## config.mk

```make
export PLATFORM = sky130hd
export DESIGN_NAME = div_seq
export DESIGN_NICKNAME = d
export VERILOG_FILES = /design/src/rtl/div_seq_pkg.sv /design/src/rtl/div_step.sv /design/src/rtl/div_seq.sv
export SDC_FILE = /design/constraint.sdc
export NUM_CORES = 1
export LEC_CHECK = 0
export ABC_AREA = 1
export BUFFER_PORTS_ARGS = -buffer_cell sky130_fd_sc_hd__buf_2
export CAP_MARGIN = 20
export CORE_MARGIN = 1.5
export CORE_UTILIZATION = 57
export DETAILED_ROUTE_END_ITERATION = 6
export PLACE_DENSITY = 0.87
export SLEW_MARGIN = 40
export SYNTH_ARGS = -nofsm -noshare
export SYNTH_HDL_FRONTEND = slang
export SYNTH_SLANG_ARGS = --single-unit
```

## constraint.sdc

```tcl
create_clock -name clk -period 4.55 [get_ports clk]
set_input_delay 0.455 -clock clk [delete_from_list [all_inputs] [get_ports clk]]
set_output_delay 0.455 -clock clk [all_outputs]
set_load 0.02 [all_outputs]
```

## src/rtl/div_seq_pkg.sv

```systemverilog
`default_nettype none
// ============================================================================
//  Module      : div_seq_pkg
//  Description : Shared definitions for the sequential Hi/Lo divider.
//                Holds the FSM state encoding, the default operand width and
//                a helper that sizes the iteration counter.
//  Revision    : 1.0 - initial release
// ============================================================================
package div_seq_pkg;

    localparam int c_DEFAULT_WIDTH = 32;

    typedef logic [1:0] state_t;

    localparam state_t c_IDLE = 2'd0;
    localparam state_t c_RUN  = 2'd1;
    localparam state_t c_SIGN = 2'd2;
    localparam state_t c_DONE = 2'd3;

    // Counter must be able to represent WIDTH itself.
    function automatic int cnt_width(input int w);
        return $clog2(w + 1);
    endfunction

endpackage
`default_nettype wire

```

## src/rtl/div_step.sv

```systemverilog
`default_nettype none
// ============================================================================
//  Module      : div_step
//  Description : One combinational radix-2 restoring division step.
//                Shifts the next dividend bit into the partial remainder and
//                subtracts the divisor when it fits.
//  Ports       : i_rem       partial remainder in (WIDTH)
//                i_dvd_bit   next dividend bit, MSB first
//                i_divisor   divisor magnitude (WIDTH)
//                o_rem       partial remainder out (WIDTH)
//                o_q_bit     quotient bit produced by this step
//  Revision    : 1.0 - initial release
// ============================================================================
module div_step
    import div_seq_pkg::*;
#(
    parameter int WIDTH = c_DEFAULT_WIDTH
) (
    input  logic [WIDTH-1:0] i_rem,
    input  logic             i_dvd_bit,
    input  logic [WIDTH-1:0] i_divisor,
    output logic [WIDTH-1:0] o_rem,
    output logic             o_q_bit
);

    // The shifted remainder is kept WIDTH+1 bits wide: with a divisor above
    // 2^(WIDTH-1) the shifted value can exceed WIDTH bits before the subtract.
    logic [WIDTH:0]   w_shift;
    logic [WIDTH-1:0] w_diff;

    always_comb begin
        w_shift = {i_rem, i_dvd_bit};
        o_q_bit = (w_shift >= {1'b0, i_divisor});
        // When the divisor fits, the true difference is below the divisor and
        // therefore fits in WIDTH bits, so modular subtraction is exact.
        w_diff  = w_shift[WIDTH-1:0] - i_divisor;
        o_rem   = o_q_bit ? w_diff : w_shift[WIDTH-1:0];
    end

endmodule
`default_nettype wire

```

## src/rtl/div_seq.sv

```systemverilog
`default_nettype none
// ============================================================================
//  Module      : div_seq
//  Description : Iterative radix-2 restoring divider for the Hi/Lo unit.
//                Executes DIV/DIVU in WIDTH steps; quotient goes to Lo,
//                remainder to Hi. Divide by zero completes immediately and
//                leaves the previous results untouched.
//  Ports       : clk          rising-edge clock
//                rst          synchronous active-high reset
//                start        launch a division (only honoured when idle)
//                is_signed    1 = DIV, 0 = DIVU, sampled with start
//                a, b         dividend / divisor, sampled with start
//                busy         high while a division is in flight
//                done         one-cycle completion pulse
//                quotient     quotient, held until the next completion
//                remainder    remainder, held until the next completion
//                div_by_zero  pulses with done when b was zero
//  Revision    : 1.0 - initial release
// ============================================================================
module div_seq
    import div_seq_pkg::*;
#(
    parameter int WIDTH = c_DEFAULT_WIDTH
) (
    input  logic             clk,
    input  logic             rst,
    input  logic             start,
    input  logic             is_signed,
    input  logic [WIDTH-1:0] a,
    input  logic [WIDTH-1:0] b,
    output logic             busy,
    output logic             done,
    output logic [WIDTH-1:0] quotient,
    output logic [WIDTH-1:0] remainder,
    output logic             div_by_zero
);

    localparam int                 c_CNT_W = cnt_width(WIDTH);
    localparam logic [c_CNT_W-1:0] c_LAST  = c_CNT_W'(WIDTH - 1);

    state_t             r_state;
    state_t             w_state_nxt;
    logic [c_CNT_W-1:0] r_cnt;
    logic [WIDTH-1:0]   r_rem;
    logic [WIDTH-1:0]   r_dvd;      // dividend shifts out MSB-first, quotient shifts in
    logic [WIDTH-1:0]   r_dvs;
    logic               r_sq;
    logic               r_sr;
    logic [WIDTH-1:0]   r_quotient;
    logic [WIDTH-1:0]   r_remainder;
    logic               r_busy;
    logic               r_done;
    logic               r_dbz;

    logic [WIDTH-1:0]   w_a_mag;
    logic [WIDTH-1:0]   w_b_mag;
    logic [WIDTH-1:0]   w_step_rem;
    logic               w_step_q;
    logic               w_b_zero;

    // Magnitudes: -2^(WIDTH-1) negates to itself, which reads correctly as
    // an unsigned WIDTH-bit magnitude.
    always_comb begin
        w_a_mag  = (is_signed && a[WIDTH-1]) ? -a : a;
        w_b_mag  = (is_signed && b[WIDTH-1]) ? -b : b;
        w_b_zero = (b == '0);
    end

    div_step #(
        .WIDTH     (WIDTH)
    ) u_step (
        .i_rem     (r_rem),
        .i_dvd_bit (r_dvd[WIDTH-1]),
        .i_divisor (r_dvs),
        .o_rem     (w_step_rem),
        .o_q_bit   (w_step_q)
    );

    // ------------------------------------------------------------------
    // FSM state register
    // ------------------------------------------------------------------
    always_ff @(posedge clk) begin
        if (rst) begin
            r_state <= c_IDLE;
        end else begin
            r_state <= w_state_nxt;
        end
    end

    // ------------------------------------------------------------------
    // FSM next-state logic
    // ------------------------------------------------------------------
    always_comb begin
        w_state_nxt = r_state;
        case (r_state)
            c_IDLE: begin
                if (start) begin
                    w_state_nxt = w_b_zero ? c_DONE : c_RUN;
                end
            end
            c_RUN: begin
                if (r_cnt == c_LAST) begin
                    w_state_nxt = c_SIGN;
                end
            end
            c_SIGN:  w_state_nxt = c_DONE;
            c_DONE:  w_state_nxt = c_IDLE;
            default: w_state_nxt = c_IDLE;
        endcase
    end

    // ------------------------------------------------------------------
    // Datapath and registered outputs
    // ------------------------------------------------------------------
    always_ff @(posedge clk) begin
        if (rst) begin
            r_cnt       <= '0;
            r_rem       <= '0;
            r_dvd       <= '0;
            r_dvs       <= '0;
            r_sq        <= 1'b0;
            r_sr        <= 1'b0;
            r_quotient  <= '0;
            r_remainder <= '0;
            r_busy      <= 1'b0;
            r_done      <= 1'b0;
            r_dbz       <= 1'b0;
        end else begin
            r_busy <= (w_state_nxt != c_IDLE);
            r_done <= (w_state_nxt == c_DONE);
            r_dbz  <= (r_state == c_IDLE) && start && w_b_zero;

            case (r_state)
                c_IDLE: begin
                    if (start) begin
                        r_cnt <= '0;
                        r_rem <= '0;
                        r_dvd <= w_a_mag;
                        r_dvs <= w_b_mag;
                        r_sq  <= is_signed & (a[WIDTH-1] ^ b[WIDTH-1]);
                        r_sr  <= is_signed & a[WIDTH-1];
                    end
                end
                c_RUN: begin
                    r_rem <= w_step_rem;
                    r_dvd <= {r_dvd[WIDTH-2:0], w_step_q};
                    r_cnt <= r_cnt + c_CNT_W'(1);
                end
                c_SIGN: begin
                    r_quotient  <= r_sq ? -r_dvd : r_dvd;
                    r_remainder <= r_sr ? -r_rem : r_rem;
                end
                default: ;
            endcase
        end
    end

    assign busy        = r_busy;
    assign done        = r_done;
    assign div_by_zero = r_dbz;
    assign quotient    = r_quotient;
    assign remainder   = r_remainder;

endmodule
`default_nettype wire

```

==> reports/metrics.yaml <==
run_status:
  outcome: "finished clean"
route:
  drc: 0
  wire_per_inst_um: 16.6
  first_pass_iters: 7
  drt_iter0_drc: 1487
  totalWireLength_um: 41000
  viasPerCell: 5.65
  ant_nets: 0
  num_vias: 13926
cells_and_area:
  finalInstanceArea_um2: 14000
  final_util_pct: 64.0
  syn2layout_area_growth_pct: 10.4
  num_antenna_cells: 0
  fillers: 2059
  drive_gt1_share_pct: 10.4
  nets: 2279
clock_tree:
  cts_buffers: 17
  cts.root.buffer_cell: "clkbuf_16"
  postCtsSetupRepairBufs: 0
  cts_buffer_depth: 2
  clock-sinks: 173
  path_clk_slew_ps: 80
  cts_tree: "yes"
  post_cts_resized: 0
  insertion_delay_ps: 440
  ctsHoldBuffers: 0
  htreeDepth: 4
worst_setup_path:
  timing.rr.end: "r_rem[7]"
  required_ps: 4850
  startpoint: "r_dvs[27]"
  cp-end-kind: "register"
  reg2reg_slack_ps: 1690
  ff2ff_path_depth: 11
  crit_type: "reg -> reg"
  worst_ep_arrival_time_ps: 3170
  cp-start-kind: "register"
  cp_max_fo: 33
  timing.rr.start: "r_dvs[27]"
die:
  io-pin-count: 135
  rows: 54
  core_area_um2: 21800
  die_x_um: 152
  die_h_um: 152
  dieArea_um2: 23100
  initial_core_util_pct: 58.0
global_routing:
  track_usage_pct: 34.6
  antenna_found_initial: 0
  grt_pass1_wl_um: 64300
  grt_max_degree: 109
  grt-ovfl-total: 0
  grt_pass1_vias: 12448
timing:
  clock_skew_ps: 13.8
  tns_ps: 0
  setup_viol_count_final: 0
  hold_viol_final: 0
  period_share_pct: 62.9
  rsz0062_at_grt: "false"
  hold_ws_ps: 331
  max_freq_mhz: 349
  slew_headroom_pct: 44.5
  period_minus_slack_ps: 2860
  final_max_slew_viol_count: 0
  worst_pin_slew_ps: 831
placed_design:
  place_hpwl_um: 31100
  dpl_cell_area_um2: 13400
  portBuffers: 134
  gp_congestion: 0.995
worst_hold_path:
  hold_class: "in -> reg"
  min_from: "a[0]"
  whs_endpoint: "r_dvd[0]"
  min_path_cells: 3
logic_synthesis:
  syn_area_um2: 12700
  synthFlopType: "dfxtp_1"
  synth.avg_cell_area_um2: 6.06
  yosys_warnings: 0
  synth_edf_count: 0
  seq_area_frac_synth_pct: 27.4
  ys_ff_latch: 173
  ys_types: 47
  syn_nets: 2195
  syn_inst: 2089
  async_reset_ff_share_pct: 0
power:
  power_density_nw_per_um2: 488
  p_leak_nw: 7.19
  vdd_drop_max_mv: 0.287
flow_run:
  maxCapViolations: 0
-- Yosys cell counts, types with 3 or more instances --
master    instances  area (um^2)
xnor2_1          25          219
dfxtp_1         173         3460
o21ai_1           5         25.0
a21oi_1         153          766
o21ai_2           4         35.0
buf_2             7         35.0
o211ai_1         15          113
nand4_1          22          138
and2_1            7         43.8
buf_4             3         22.5
nand2_2           4         25.0
a221oi_1          3         26.3
inv_2             5         18.8
o221ai_1         16          140
nand3_2          12          120
nor4_1            7         43.8
xor2_1           39          342
a31oi_1          18          113
nor2_1          222          833
nand3_1         159          796
buf_6            10          113
nand3b_1         15          113
or2_2             6         37.5
ha_1             37          463
inv_1           317         1190
o21ai_0         111          556
nor3_1           24          120
clkbuf_1         50          188
buf_1            10         37.5
nor2_2            8         50.1
o31ai_1           5         37.5
a22oi_1          18          135
nand2_1         559         2100
-- where the power goes --
group / switching [mW] / internal (mW) / leakage [nW]
Combinational: 2.43 / 1.12 / 5.51
Clock: 0.731 / 0.729 / 0.271
Sequential: 0.181 / 1.63 / 1.41
-- sequential cells by signal, indices dropped and copies added (netlist names) --
signal,cells
quotient,32
r_dvd,32
r_dvs,32
r_rem,32
remainder,32
r_cnt,6
r_state,2
busy,1
div_by_zero,1
done,1
r_sq,1
r_sr,1
-- metal layers --
| layer | GRT usage, % | vias to the layer above | part of all wire (%) |
|---|---|---|---|
| met3 | 3.57 | 85 | 8.0 |
| li1 | - | 6865 | - |
| met4 | 13.2 | 0 | 3.5 |
| met1 | 49.7 | 6321 | 45 |
| met5 | 0 | - | 0 |
| met2 | 53.4 | 655 | 43 |
-- critical path: stages (launching register included) --
cell and delay, ps:
dfxtp_1 320, inv_1 120, ha_1 470, nand2_2 130, nor2_2 120, inv_1 80
nor2_1 250, nand3_4 430, nand2_4 490, nand2_1 110, nand3_1 100, a21oi_1 80
-- area by class of cell --
type	instances	area, um^2	area share [%]
Inverter	324	1220	8.70
Timing Repair Buffer	145	777	5.56
Multi-Input combinational cell	1512	7590	54.3
Sequential cell	173	3460	24.8
Clock buffer	17	425	3.04
Tap cell	280	350	2.51
Clock inverter	14	149	1.07
-- stage by stage --
step,worst slack [ps],instances,power [mW]
floorplan,2670,2089,4.42
global placement,1830,2433,5.25
detailed placement,1800,2433,5.27
CTS,1770,2464,6.71
global route,1490,2465,7.26
finish,1690,2465,6.81
-- layout by cell type (no fill, tap or decap), types with 4 or more instances in the layout --
cell	count
o21ai_1	5
a31oi_1	18
or2_2	6
clkbuf_16	18
nand2_1	559
and2_1	7
xor2_1	39
inv_2	6
o221ai_1	16
a22oi_1	18
buf_2	133
nand4_1	22
o211ai_1	15
nand3_1	159
nand3b_1	15
o21ai_0	111
nor2_1	221
o21ai_2	4
nand2_2	4
ha_1	37
inv_6	4
buf_4	10
nor2_2	8
xnor2_1	25
dfxtp_1	172
nor4_1	7
nand3_2	12
a21oi_1	153
inv_1	316
o31ai_1	5
nor3_1	24
-- how the worst max path moves through the flow --
| stage | end | slack [ps] | cells after the start |
|---|---|---|---|
| global route | r_rem[7] | 1490 | 10 |
| CTS | r_rem[7] | 1770 | 11 |
| floorplan | r_rem[20] | 2670 | 13 |
| detailed placement | r_rem[3] | 1800 | 11 |
| finish | r_rem[7] | 1690 | 11 |
| global placement | r_rem[20] | 1830 | 11 |
-- logic make-up after synthesis --
| family | share of synthesized area, % |
|---|---|
| AND/OR/NAND/NOR | 35.9 |
| buffers and inverters | 12.7 |
| AO/OA/AOI/OAI | 15.7 |
| flip-flops | 27.4 |
| XOR/XNOR | 4.43 |
| adder cells (fa/ha/maj) | 3.82 |
(Power assumes the default switching activity.)
